$ cat config.mk
export PLATFORM = sky130hd
export DESIGN_NAME = act_unit_pl
export DESIGN_NICKNAME = d
export VERILOG_FILES = /design/src/rtl/act_unit_pl.sv
export SDC_FILE = /design/constraint.sdc
export NUM_CORES = 1
export LEC_CHECK = 0
export CORE_MARGIN = 5
export CORE_UTILIZATION = 56
export DETAILED_ROUTE_END_ITERATION = 8
export PLACE_DENSITY = 0.81
export SYNTH_ARGS = -nofsm -noshare
export SYNTH_HDL_FRONTEND = slang
export SYNTH_SLANG_ARGS = --single-unit
$ cat constraint.sdc
create_clock -name clk -period 3 [get_ports clk]
set_input_delay 0.45 -clock clk [delete_from_list [all_inputs] [get_ports clk]]
set_output_delay 0.45 -clock clk [all_outputs]
set_load 0.01 [all_outputs]
$ cat src/rtl/act_unit_pl.sv
// Three-stage pipelined piecewise-linear activation unit (PLAN sigmoid, tanh, relu, bypass)
// with a valid/ready stream, back-pressure and an opaque sideband tag.
module act_unit_pl #(
  parameter int unsigned DATA_W = 8,
  parameter int unsigned FRAC_W = 5,
  parameter int unsigned TAG_W  = 4
) (
  input  logic              clk,
  input  logic              reset,
  input  logic              in_valid,
  output logic              in_ready,
  input  logic [DATA_W-1:0] in_data,
  input  logic [1:0]        in_mode,
  input  logic [TAG_W-1:0]  in_tag,
  output logic              out_valid,
  input  logic              out_ready,
  output logic [DATA_W-1:0] out_data,
  output logic [TAG_W-1:0]  out_tag
);

  localparam int unsigned W  = DATA_W + 3;
  localparam int unsigned SC = FRAC_W - 5;

  // Constants are integer multiples of 1/32, rescaled to FRAC_W fractional bits
  localparam logic [W-1:0] C_ONE = W'(32 << SC);
  localparam logic [W-1:0] C_T2  = W'(76 << SC);
  localparam logic [W-1:0] C_T3  = W'(160 << SC);
  localparam logic [W-1:0] C_O0  = W'(16 << SC);
  localparam logic [W-1:0] C_O1  = W'(20 << SC);
  localparam logic [W-1:0] C_O2  = W'(27 << SC);

  localparam logic [1:0] M_SIG  = 2'd0;
  localparam logic [1:0] M_TANH = 2'd1;
  localparam logic [1:0] M_RELU = 2'd2;

  logic adv;

  logic              v1, neg1;
  logic [1:0]        mode1, seg1;
  logic [TAG_W-1:0]  tag1;
  logic [DATA_W-1:0] x1;
  logic [W-1:0]      a1;

  logic              v2, neg2;
  logic [1:0]        mode2;
  logic [TAG_W-1:0]  tag2;
  logic [DATA_W-1:0] x2;
  logic [W-1:0]      p2;

  logic [W-1:0]      x_ext, z_c, a_c, p_c, s_c;
  logic [1:0]        seg_c;
  logic [DATA_W-1:0] r_c;

  assign adv      = !out_valid | out_ready;
  assign in_ready = adv;

  // S1: pre-scale for tanh, magnitude and segment select
  always_comb begin
    x_ext = {{3{in_data[DATA_W-1]}}, in_data};
    z_c   = (in_mode == M_TANH) ? (x_ext << 1) : x_ext;
    a_c   = z_c[W-1] ? (~z_c + W'(1)) : z_c;
    if (a_c >= C_T3)       seg_c = 2'd3;
    else if (a_c >= C_T2)  seg_c = 2'd2;
    else if (a_c >= C_ONE) seg_c = 2'd1;
    else                   seg_c = 2'd0;
  end

  // S2: half-curve linear piece for non-negative magnitude
  always_comb begin
    case (seg1)
      2'd3:    p_c = C_ONE;
      2'd2:    p_c = (a1 >> 5) + C_O2;
      2'd1:    p_c = (a1 >> 3) + C_O1;
      default: p_c = (a1 >> 2) + C_O0;
    endcase
  end

  // S3: reflect around 0.5 for negative inputs, then per-mode post-processing
  always_comb begin
    s_c = neg2 ? (C_ONE - p2) : p2;
    case (mode2)
      M_SIG:   r_c = DATA_W'(s_c);
      M_TANH:  r_c = DATA_W'((s_c << 1) - C_ONE);
      M_RELU:  r_c = x2[DATA_W-1] ? '0 : x2;
      default: r_c = x2;
    endcase
  end

  always_ff @(posedge clk) begin
    if (reset) begin
      v1        <= 1'b0;
      neg1      <= 1'b0;
      mode1     <= '0;
      seg1      <= '0;
      tag1      <= '0;
      x1        <= '0;
      a1        <= '0;
      v2        <= 1'b0;
      neg2      <= 1'b0;
      mode2     <= '0;
      tag2      <= '0;
      x2        <= '0;
      p2        <= '0;
      out_valid <= 1'b0;
      out_data  <= '0;
      out_tag   <= '0;
    end else if (adv) begin
      v1        <= in_valid & in_ready;
      neg1      <= z_c[W-1];
      mode1     <= in_mode;
      seg1      <= seg_c;
      tag1      <= in_tag;
      x1        <= in_data;
      a1        <= a_c;
      v2        <= v1;
      neg2      <= neg1;
      mode2     <= mode1;
      tag2      <= tag1;
      x2        <= x1;
      p2        <= p_c;
      out_valid <= v2;
      out_data  <= r_c;
      out_tag   <= tag2;
    end
  end

endmodule
Yosys cells after proc, flatten, opt, wreduce, memory -nomap -nowiden
Index checks and enable logic that the tools add are counted.
{"block": "classes", "addsub": 6, "n_lt_le_gt_ge": 3, "n_eq_ne": 6, "muxes": 9, "n_bitwise": 3, "reduce_logical": 2}
{"cell": "one-hot mux 8 bit (3 select lines)", "count": 2}
{"cell": "adder 8 x 5 -> 8 bit (second input constant)", "count": 2}
{"cell": "2-to-1 mux 8 bit", "count": 2}
{"cell": "adder 11 x 1 -> 11 bit (second input constant)", "count": 1}
{"cell": "greater-or-equal comparator 11 x 6 -> 1 bit (second input constant)", "count": 1}
{"cell": "greater-or-equal comparator 11 x 7 -> 1 bit (second input constant)", "count": 1}
{"cell": "greater-or-equal comparator 11 x 8 -> 1 bit (second input constant)", "count": 1}
{"cell": "2-to-1 mux 11 bit", "count": 1}
{"cell": "inverter 11 bit", "count": 1}
{"cell": "subtractor 6 x 8 -> 8 bit (first input constant)", "count": 1}
{"cell": "subtractor 8 x 6 -> 8 bit (second input constant)", "count": 1}
{"cell": "adder 6 x 5 -> 7 bit (second input constant)", "count": 1}
{"cell": "2-to-1 mux 7 bit", "count": 1}
{"cell": "equality test 2 x 1 -> 1 bit (second input constant)", "count": 3}
{"cell": "equality test 2 bit (second input constant)", "count": 3}
{"cell": "2-to-1 mux 2 bit", "count": 2}
{"cell": "zero test 2 bit", "count": 1}
{"cell": "AND 1 bit", "count": 1}
{"cell": "zero test 1 bit", "count": 1}
{"cell": "2-to-1 mux 1 bit", "count": 1}
{"cell": "bitwise OR 1 bit", "count": 1}
{"block": "totals", "reg_bits": 66, "in_bits": 18, "output_inout_bits": 14, "word_cells": 45}

Depth between registers and ports, before layout
{"block": "depth", "depth_word": 9, "depth_mapped": 11, "ltp_nobuf": 10}

Least setup slack after synthesis
Ideal clock, no wire load.
{"block": "synth_path", "path_kind": "input to register", "startpoint": "input port in_mode[0]", "endpoint": "register seg1[1]", "setup_time_ps": 79, "t_arrival_ps": 2138, "required_ps": 2921, "setup_slack_ps": 782, "path_stages": 10, "path_buffers": 1, "path_cell_list": "nor2b_1 clkbuf_1 nor2_1 a21oi_1 ha_1 nor3b_1 o211ai_1 o31ai_1 nor2_1 a211oi_2"}
{"block": "synth_via", "elab_chain_len": 8}
{"element": "start: declaration", "line": "13", "source": "input logic [1:0] in_mode,"}
{"element": "equality test 2 x 1 -> 1 bit *", "line": "60", "source": "z_c = (in_mode == M_TANH) ? (x_ext << 1) : x_ext;"}
{"element": "2-to-1 mux 8 bit *", "line": "60"}
{"element": "inverter 11 bit", "line": "61", "source": "a_c = z_c[W-1] ? (~z_c + W'(1)) : z_c;"}
{"element": "adder 11 x 1 -> 11 bit", "line": "61"}
{"element": "2-to-1 mux 11 bit *", "line": "61"}
{"element": "greater-or-equal comparator 11 x 7 -> 1 bit", "line": "63", "source": "else if (a_c >= C_T2) seg_c = 2'd2;"}
{"element": "2-to-1 mux 2 bit", "line": "63"}
{"element": "2-to-1 mux 2 bit *", "line": "62", "source": "if (a_c >= C_T3) seg_c = 2'd3;"}
{"element": "end signal: assignment", "line": "111", "source": "seg1 <= seg_c;"}
{"element": "end: declaration", "line": "39", "source": "logic [1:0] mode1, seg1;"}
Every way passes the cells marked *; elsewhere a longest branch is shown, timed or not.
A chain may end at the register's enable or synchronous reset.

Worst setup path after layout
Same ends and word-level chain as after synthesis.

==> summary.md <==
| Metric | Value |
|---|---|
| Outcome | finished, final reports clean |
| Vias in the first global route | 2588 |
| Clk slew on worst S/H paths | 0.07 ns |
| CTS sink count | 62 |
| Top Ports | 32 |
| Syn Area/Cell | around 7.7 sq um |
| Count of antenna diodes in the layout | 0 |
| Chip height | 84.3 microns |
| Arrival time at the worst endpoint | roughly 2.8 ns |
| Slew Limit Fails | 0 |
| Final setup fails | 0 |
| CP Max Fanout | 5 |
| Commonest non-fill, non-tap cells in the layout | nand2_1, dfxtp_1, a21oi_1 |
| Unique masters post-synth | 43 |
| Share of cells above drive strength 1 | 0.0748 |
| Dpl cells | 484 |
| Startpoint types | input port |
| Gr ovfl total | 0 |
| Wirelength, routed | 6740 microns |
| First-pass GRT wire length | 11800 microns |
| Area Overhead vs Synth | 19.3% |
| Worst min-delay path category | register to register |
| Synth top area share | 0.401 |
| Largest cells by area after synthesis | dfxtp_1, nand2_1, a21oi_1 |
| Synth warn | 0 |
| Synth Register Bits | 62 |
| Starting DRT DRC Count | between 100 and 150 |
| Cts hold-fix bufs | 0 |
| Nets | 449 |
| Clock latency on the worst-skew pair | between 0.3 and 0.4 ns |
| Post-CTS Repair Setup Buffers | 0 |
| Worst hold slack | 0.451 ns |
| Setup TNS | 0 ns |
| Period utilisation layout | 0.832 |
| Pwr Density | slightly below 600 nW/um^2 |
| Total track usage | 0.200 |
| Crit path kind | input port to register |
| Resized cells post-CTS | 0 |
| Netlist Area Pre-Place | around 3100 sq um |
| Die area | roughly 7000 sq um |
| Initial Util | 0.569 |
| Hpwl dp | 4570 microns |
| Fin util | 0.679 |
| Fmax | 401 MHz |
| Final std cells w/o fill | 500 |
| Initial antenna violation count | 0 |
| Final min period | around 2.5 ns |
| Commonest non-fill, non-tap cell in the layout | nand2_1 |
| Area leader, netlist | dfxtp_1 |
| Mapped Cells | 403 |
| Vias | 2809 |
| Row cnt | 27 |
| Core area | 5440 sq um |
| Largest net degree at the start of global routing | 56 |
| Final Skew | 0.00676 ns |
| Worst-Margin Slew | around 0.64 ns |
| Clock H-tree levels | 3 |
| Leakage | 1.41 nW |
| Primary FF master, synth | dfxtp_1 |
| Design Power | 2.15 mW |
| Final hold violations | 0 |
| Register area share after synthesis | 0.401 |
| CTS tree | done |
| Routed Antenna Nets | 0 |
| Ys async rst share | 0 |
| I/O Buffers | 31 |
| Die width | 84.3 microns |
| RSZ-0062 raised after global routing | false |
| Clock buffer depth | 2 |
| Root Driver | clkbuf_8 |
| Maximum VDD drop | approximately 0.37 mV |
| Data required, critical path | 3.26 ns |
| DR DRC count | 0 |
| Max-cap viol count | 0 |
| TritonCTS buffer count | 9 |
| DRT Pass-1 Iters | 5 |
| Crit end category | register |
| WL per Instance | approximately 13 microns |
| Number of flops mapped to enable cells by yosys | 0 |
| Gpl congestion | 0.855 |
| Max_slew headroom | 0.571 |
| Post-Syn Nets | around 430 |
| Via density | 5.62 |
critical path, stage by stage:
cell             delay, ns
clkdlybuf4s50_1       0.45
nor2b_1               0.17
buf_4                 0.15
a21oi_1               0.14
ha_1                  0.20
nor3b_1               0.29
o211ai_1              0.17
o31ai_1               0.42
nor2_1                0.13
a211oi_2              0.18
metrics by stage:
stage | worst slack (ns) | instance area, sq um
after global placement | 0.235 | 3440
after global routing | 0.305 | 3690
after CTS | 0.515 | 3690
after floorplan | 0.782 | 3090
final | 0.504 | 3690
after detailed placement | 0.154 | 3440
report_power, final:
part / internal, mW / switching [mW] / total [mW]
Clock: 0.576 / 0.316 / 0.893
Combinational: 0.157 / 0.163 / 0.320
Sequential: 0.881 / 0.0570 / 0.938
layer usage:
metal | up-vias | share of wire | global-route usage | routed length (microns)
met5 | - | 0 | 0 | 0
met4 | 0 | 0.0086 | 0.0647 | 58
met3 | 7 | 0.056 | 0.0550 | 378
met2 | 62 | 0.49 | 0.335 | 3270
met1 | 1312 | 0.45 | 0.250 | 3030
li1 | 1428 | - | - | -
synthesized netlist by cell type, drive strengths merged (2+ instances only):
library cell	instances
nand2	81
dfxtp	62
a21oi	49
nor2	42
clkbuf	23
nor3	16
o21ai	13
xnor2	13
inv	11
a211oi	10
ha	8
buf	7
mux2i	7
nand2b	7
nor3b	5
o31ai	5
a221oi	4
nor2b	4
o221ai	4
xor2	4
nand3	3
a2111oi	2
a21boi	2
a221o	2
a31oi	2
mux2	2
o211ai	2
flip-flops by register name, indices dropped and copies added (netlist names), 2 cells and up:
name	count
seg1	2
out_tag	4
mode2	2
p2	8
a1	9
x2	7
tag2	4
out_data	8
mode1	2
tag1	4
x1	7
cells by family after synthesis:
group                    Yosys count  synth area share
AND/OR/NAND/NOR                  162             0.225
AO/OA/AOI/OAI                    104             0.214
flip-flops                        62             0.401
buffers and inverters             41            0.0497
XOR/XNOR                          17            0.0481
multiplexers                       9            0.0299
adder cells (fa/ha/maj)            8            0.0324
cell type report:
| type | count | area (sq um) |
|---|---|---|
| clock buffer | 11 | 141 |
| clock inverter | 5 | 106 |
| fill | 442 | 1750 |
| inverter | 11 | 41.3 |
| multi-input combinational | 300 | 1710 |
| sequential | 62 | 1240 |
| tap | 72 | 90.1 |
| timing repair buffer | 39 | 365 |
worst paths after layout:
path / from / to / slack [ns] / depth (start not counted)
worst max-delay path: in_mode[0] / seg1[1]$_SDFFE_PP0N_ / 0.50 / 10
worst min-delay path: out_tag[2]$_SDFFE_PP0N_ / out_tag[2]$_SDFFE_PP0N_ / 0.45 / 2
worst max register to register: a1[7]$_SDFFE_PP0N_ / p2[7]$_SDFFE_PP0N_ / 0.99 / 8
worst min register to register: out_tag[2]$_SDFFE_PP0N_ / out_tag[2]$_SDFFE_PP0N_ / 0.45 / 2
No activity file was read; power rests on OpenSTA's default activity.
